===== config.mk =====
export PLATFORM = sky130hd
export DESIGN_NAME = pipe_regfile_sb
export DESIGN_NICKNAME = d
export VERILOG_FILES = /design/src/rtl/pipe_pkg.sv /design/src/rtl/sb_counter.sv /design/src/rtl/pipe_regfile_sb.sv
export SDC_FILE = /design/constraint.sdc
export NUM_CORES = 1
export LEC_CHECK = 0
export BUFFER_PORTS_ARGS = -buffer_cell sky130_fd_sc_hd__buf_2
export CORE_MARGIN = 2
export CORE_UTILIZATION = 55
export DETAILED_ROUTE_END_ITERATION = 7
export GPL_TIMING_DRIVEN = 0
export MAX_ROUTING_LAYER = met4
export PLACE_DENSITY = 0.72
export SYNTH_ARGS = -nofsm -noshare
export SYNTH_HDL_FRONTEND = slang
export SYNTH_SLANG_ARGS = --single-unit

===== constraint.sdc =====
create_clock -name clk -period 8.1 [get_ports clk]
set_input_delay 0.81 -clock clk [delete_from_list [all_inputs] [get_ports clk]]
set_output_delay 0.81 -clock clk [all_outputs]
set_load 0.02 [all_outputs]

===== src/rtl/pipe_pkg.sv =====
// pipe_pkg: shared widths, clog2 helper and index/counter types for the register file
package pipe_pkg;
  localparam int DW_DEF = 16;
  localparam int AW_DEF = 4;
  localparam int MAXINF_DEF = 3;
  function automatic int clog2(input int v);
    int r = 0;
    while ((1 << r) < v) r++;
    return r;
  endfunction
  typedef logic [AW_DEF-1:0] reg_idx_t;
  typedef logic [clog2(MAXINF_DEF+1)-1:0] cnt_t;
endpackage


===== src/rtl/sb_counter.sv =====
// sb_counter: per-register in-flight write counter, saturating at MAX, never underflowing
module sb_counter
  import pipe_pkg::*;
#(
  parameter int MAX = MAXINF_DEF,
  parameter int CW  = clog2(MAX+1)
) (
  input  logic          clk,
  input  logic          rst,
  input  logic          inc,
  input  logic          dec,
  input  logic          clr,
  output logic [CW-1:0] cnt,
  output logic          full,
  output logic          nz
);
  logic d;
  assign d = dec & nz;
  assign full = cnt == CW'(MAX);
  assign nz = cnt != '0;
  always_ff @(posedge clk)
    if (!rst || clr) cnt <= '0;
    else if (inc && !d && !full) cnt <= cnt + 1'b1;
    else if (d && !inc) cnt <= cnt - 1'b1;
endmodule


===== src/rtl/pipe_regfile_sb.sv =====
// pipe_regfile_sb: multi-read register file with write-back scoreboard and issue stall.
// Define PIPE_REGFILE_SB_BYPASS_EN for same-cycle write-through from the write-back port.
module pipe_regfile_sb
  import pipe_pkg::*;
#(
  parameter int DW     = DW_DEF,
  parameter int AW     = AW_DEF,
  parameter int NRD    = 2,
  parameter int MAXINF = MAXINF_DEF
) (
  input  logic              clk,
  input  logic              rst,
  input  logic [NRD*AW-1:0] rd_addr,
  output logic [NRD*DW-1:0] rd_data,
  input  logic              iss_valid,
  input  logic              iss_wen,
  input  logic [AW-1:0]     iss_dst,
  output logic              iss_stall,
  input  logic              flush,
  input  logic              wb_valid,
  input  logic [AW-1:0]     wb_addr,
  input  logic [DW-1:0]     wb_data,
  output logic              pend_any
);
  localparam int NR = 2**AW;
  localparam int CW = clog2(MAXINF+1);
`ifdef PIPE_REGFILE_SB_BYPASS_EN
  localparam bit BYP = 1'b1;
`else
  localparam bit BYP = 1'b0;
`endif
  logic [DW-1:0] regs [NR];
  logic [CW-1:0] cnt [NR];
  logic [NR-1:0] full, nz, inc, dec;
  logic [NRD-1:0] h_src;
  logic acc, h_dst;
  always_ff @(posedge clk)
    if (!rst) for (int i = 0; i < NR; i++) regs[i] <= '0;
    else if (wb_valid && wb_addr != '0) regs[wb_addr] <= wb_data;
  // register 0 has no counter so it can never stall or report pending
  genvar r;
  for (r = 0; r < NR; r++) begin : g_sb
    if (r == 0) begin : g_zero
      assign cnt[r] = '0;
      assign full[r] = 1'b0;
      assign nz[r] = 1'b0;
      assign inc[r] = 1'b0;
      assign dec[r] = 1'b0;
    end else begin : g_cnt
      assign inc[r] = acc & iss_wen & ~flush & (iss_dst == AW'(r));
      assign dec[r] = wb_valid & (wb_addr == AW'(r));
      sb_counter #(.MAX(MAXINF), .CW(CW)) u_cnt (
        .clk(clk), .rst(rst), .inc(inc[r]), .dec(dec[r]), .clr(flush),
        .cnt(cnt[r]), .full(full[r]), .nz(nz[r])
      );
    end
  end
  genvar k;
  for (k = 0; k < NRD; k++) begin : g_rd
    logic [AW-1:0] a;
    logic hit;
    assign a = rd_addr[k*AW +: AW];
    assign hit = BYP && wb_valid && wb_addr == a && a != '0;
    assign h_src[k] = nz[a] && !(hit && cnt[a] == CW'(1));
    assign rd_data[k*DW +: DW] = a == '0 ? '0 : hit ? wb_data : regs[a];
  end
  assign h_dst = iss_wen & full[iss_dst];
  assign iss_stall = rst & iss_valid & (|h_src | h_dst);
  assign acc = iss_valid & ~iss_stall;
  assign pend_any = rst & |nz;
endmodule


# Word level (Yosys, flattened, before mapping)
# Memories as Yosys holds them, arrays and structs flattened.
# Cells that the tools add are included.
[totals]
memories = 1
regBits = 30
output_inout_bits = 34
word_cells = 323
ramBits = 256
in_bits = 38
[mem_list]
columns = ["memory", "words", "width", "rd", "rd_clocked_by_memory_dff", "write_ports", "line_no", "rtl"]
rows = [
  ["regs", 16, 16, 2, 0, 16, "pipe_regfile_sb.sv:32", "logic [DW-1:0] regs [NR];"],
]
[classes]
n_reduce_logical = 129
bitwise = 55
order_cmp = 3
add_sub_neg = 30
muxes = 45
eq_ne = 45
[op_table]
columns = ["operator", "count"]
rows = [
  ["equality test 4 bit, second input constant", 16],
  ["two-way mux 2 bit", 30],
  ["nonzero test 2 bit", 30],
  ["AND 1 bit", 52],
  ["two-way mux 16 bit", 3],
  ["logical AND 1 bit", 46],
  ["logical NOT 1 bit", 46],
  ["equality test 4 x 3 -> 1 bit, second input constant", 8],
  ["adder 2 x 1 -> 2 bit, second input constant", 15],
  ["equality test 2 bit, second input constant", 15],
  ["subtractor 2 x 1 -> 2 bit, second input constant", 15],
  ["equality test 4 x 2 -> 1 bit, second input constant", 4],
  ["OR reduction 16 bit", 1],
  ["less-than comparator 4 x 5 -> 1 bit, second input constant", 3],
  ["OR reduction 15 bit", 1],
  ["binary-select mux 1 bit (select 4 bit)", 3],
  ["equality test 4 x 1 -> 1 bit, second input constant", 2],
  ["logical NOT 4 bit", 2],
  ["two-way mux 1 bit", 8],
  ["two-way mux 4 bit", 1],
  ["nonzero test 4 bit", 1],
  ["inverter 1 bit", 2],
  ["OR reduction 2 bit", 1],
  ["logical OR 1 bit", 1],
  ["OR 1 bit", 1],
]

# Longest topological paths before layout
[logic_depth]
ltp_word = 15
mapped_depth = 11
mapped_depth_nobuf = 8

# Modules after synthesis
# Synthesis repeated with hierarchy kept, for this count alone.
[unflattened]
cells_unflattened = 1143
hier_area_um2 = 16052.9
[modules_own_cells]
columns = ["module", "area_each_um2", "cells_per_inst", "seq_area_each_um2", "instances"]
rows = [
  ["pipe_regfile_sb", 14213.6, 903, 7657.3, 1],
  ["sb_counter", 122.6, 16, 40.0, 15],
]

# Worst setup path before layout
# No wires, ideal clock.
[synth_timing]
path_kind = "input-to-output"
startpoint = "in rd_addr[0]"
endpoint = "out rd_data[0]"
arrival_time_ns = 2.893
t_required_ns = 7.290
stages = 6
path_buffers = 3
setup_slack_ns = 4.397
cell_sequence = "buf_2 > buf_1 > buf_2 > mux4_2 > mux4_2 > nor2b_1"
[synth_via]
elab_chain_cells = 2
elab_cells_between_ends = 3
cone_classes = "mux (1); reduce/logical (1); memory (1)"
[synth_lines]
columns = ["element", "line_no", "rtl"]
rows = [
  ["start: declaration", "pipe_regfile_sb.sv:13", "input logic [NRD*AW-1:0] rd_addr,"],
  ["memory (16 x 16 bit) or logical NOT 4 bit (tied branches)", "--", ""],
  ["two-way mux 16 bit *", "pipe_regfile_sb.sv:65", "assign rd_data[k*DW +: DW] = a == '0 ? '0 : hit ? wb_data : regs[a];"],
  ["end: declaration", "pipe_regfile_sb.sv:14", "output logic [NRD*DW-1:0] rd_data,"],
]
# Mark *: on every way between the ends. The rest lies on a longest branch, timed or not.

# Final worst setup path
[layout_timing]
startpoint = "in rd_addr[5]"
endpoint = "out rd_data[23]"
# The elaborated chain is that of the path after synthesis.

==> impl_results.md <==
- Status: completed
- Number of global-route vias before repair: about 11000
- Total GRT Usage: between 30 and 40%
- Max Fanout on Critical Path: 10
- Via density: ~6.6
- Avg Cell Area, Syn: about 14 um2
- Initial core utilization: 55.86%
- Period utilization: 57.60%
- Area Growth Syn to Fin: 14.02%
- Synth Register Bits: 286
- DRC violations left: 0
- Worst Setup End Kind: primary output
- Yosys top cell area share: 47.81%
- DP Cell Count: between 1500 and 2000
- Cts hold-fix bufs: 0
- Hold wc startpoint: g_sb[5].g_cnt.u_cnt.cnt[1]
- Post-CTS setup buffers: 0
- Fmax: between 200 and 250 MHz
- CTS tree: built
- Synth Flop Type: edfxtp_1
- Initial antenna violation count: 1
- CTS max path bufs: 3
- RSZ-0062 raised after global routing: false
- Hold Path Sink: g_sb[5].g_cnt.u_cnt.cnt[1]
- Worst setup SP type: input pin
- CTS sink cnt: around 290
- Top-count cell post-synth: edfxtp_1
- Worst path slowest cell: nor4_1
- Clock Pin Slew Worst Setup and Hold Paths: around 60 ps
- Initial DRC Count: between 1500 and 2000
- Min Tclk post-route: around 4700 ps
- Fin nets: approximately 1300
- Root Buffer: clkbuf_16
- Synth cell types: a little under 60
- DIE WIDTH: approximately 170 um
- Post-DP HPWL: roughly 33000 um
- Grt total ovfl: 0
- Slew Limit Fails: 0
- Share of cells above drive strength 1: approximately a quarter
- R2r startpoint: g_sb[8].g_cnt.u_cnt.cnt[1]
- Pre-antenna DRT Iters: 7
- Via count: roughly 11000
- Yosys warnings: 0
- Finished Layout Cells: about 1700
- I/O Pins: a little over 70
- IO Port Bufs: between 60 and 70
- Register area share after synthesis: approximately 52%
- Setup TNS: 0 ps
- Reg2reg path depth: 8
- Rows: 62
- CP required: 7290 ps
- Pwr dens: 209.6 nW/um2
- Top post-synthesis cells by area: edfxtp_1 (48%), mux4_2 (23%), and2_1 (9.5%), dfxtp_1 (3.7%), clkbuf_1 (1.5%)
- Crit path DAT: between 3000 and 4000 ps
- Worst path max stage delay: 960 ps
- Leak pwr: 0.006277 uW
- CP Cell Sequence: buf_2 > buf_1 > clkbuf_1 > nor4_1 > clkbuf_1 > nor2b_1 > buf_2
- Pin count of the biggest net entering global routing: 20
- Die area: roughly 30000 um2
- Min-Delay Path Class: register to register
- Setup Crit Path Kind: input pin to primary output
- Routed WL: around 45000 um
- Count of final hold-check violations: 0
- Peak VDD IR: around 170 uV
- Final worst slack: approximately 3400 ps
- RD Place Congestion: about 1.0
- RR Endpoint: g_sb[1].g_cnt.u_cnt.cnt[0]
- First-pass GRT wire length: about 67000 um
- Post-CTS resize count: 0
- Max cap viols: 0
- CTS Buf Count: 34
- Post-synth ARST share: 0%
- Layout Skew: approximately 18 ps
- Post-synth EDFFs: between 200 and 300
- Leading area contributor after synthesis: edfxtp_1
- Hold depth: 2
- Remaining antenna violation count: 0
- CORE AREA: 28780 um2
- Gate Count Post-Synth: ~1200
- FF-to-FF setup slack: between 4000 and 5000 ps
- Post-synthesis instance area: between 15000 and 20000 um2
- Die height: between 150 and 200 um
- Worst-Margin Slew: 1305 ps
- Finish-stage setup viols: 0
- Routed WL per cell: between 20 and 30 um
- Dpl ws: about 3400 ps
- Commonest cells in the synthesized netlist: edfxtp_1 (256), and2_1 (243), mux4_2 (164)
- Slew HR: around an eighth
- Skew-Pair Late Insertion Delay: roughly 520 ps
- CTS H-tree depth: 2
## metrics by stage
step	instance area [um2]	util [%]	hold WS (ps)	power (uW)
final	18330	63.70	537.2	3842
after CTS	18330	63.68	533.5	3849
after global placement	16950	58.89	515.8	2216
after detailed placement	17140	59.55	525.4	2237
after floorplan	16130	-	484.1	2053
after global routing	18330	63.69	561.2	3941
## sequential cells by signal (all words and copies together) (netlist names)
register and cells:
g_sb.g_cnt.u_cnt.cnt 30, regs 256
## power by group
group / total [uW] / leakage (uW) / switching (uW) / internal (uW)
sequential: 1720 / 0.00269 / 38.5 / 1690
combinational: 489 / 0.00301 / 276 / 213
clock: 1630 / 0.000574 / 611 / 1020
total: 3840 / 0.00628 / 926 / 2920
## cell families after synthesis
kind of cell / share of synthesized area, %
other: 0.02332
and+or+nand+nor: 18.44
DFF: 51.55
muxes: 23.36
AOI/OAI and AO/OA: 3.969
buffers and inverters: 2.661
## layer usage
| layer | vias up | track usage (%) | wire length (um) |
|---|---|---|---|
| li1 | 4758 | - | - |
| met1 | 5594 | 43.20 | 17690 |
| met2 | 669 | 47.10 | 21260 |
| met3 | 107 | 4.547 | 4087 |
| met4 | 0 | 11.84 | 1787 |
| met5 | - | - | 0 |
## final cells by class
type                       instances  area [um2]
antenna                            2       5.005
buffer                            92       394.1
clock buffer                      41       898.4
clock inverter                    20       291.5
fill                            2145       10450
inverter                           9       33.78
multi-input combinational        787        7456
sequential                       286        8288
tap                              384       480.5
timing repair buffer              77       485.5
## worst max path at each step
stage          slack [ps]        from      endpoint  cells after the start
6_report             3430  rd_addr[5]   rd_data[23]                      7
3_5_place_dp         3400         rst   regs[8][14]                      7
3_3_place_gp         2910         rst  regs[10][14]                      6
2_1_floorplan        4400  rd_addr[0]    rd_data[0]                      6
5_1_grt              3330  rd_addr[4]   rd_data[25]                      8
4_1_cts              3480  rd_addr[4]   rd_data[30]                      7
## critical path, delay by kind of cell
family | cells | cell delay (ps)
simple gates | 2 | 1170
buf+inv | 5 | 1850
## cells in the final DEF (no fill, tap or decap), types with 11 or more instances in the layout
cell,instances
nand3_1,24
and2_1,243
conb_1,16
edfxtp_1,256
nor2_1,52
nor3_1,31
mux4_2,164
clkbuf_1,71
nand2_1,52
dfxtp_1,30
nor2b_1,39
buf_2,82
nor4_1,12
clkbuf_16,35
o21ai_0,11
(Power assumes the default switching activity.)
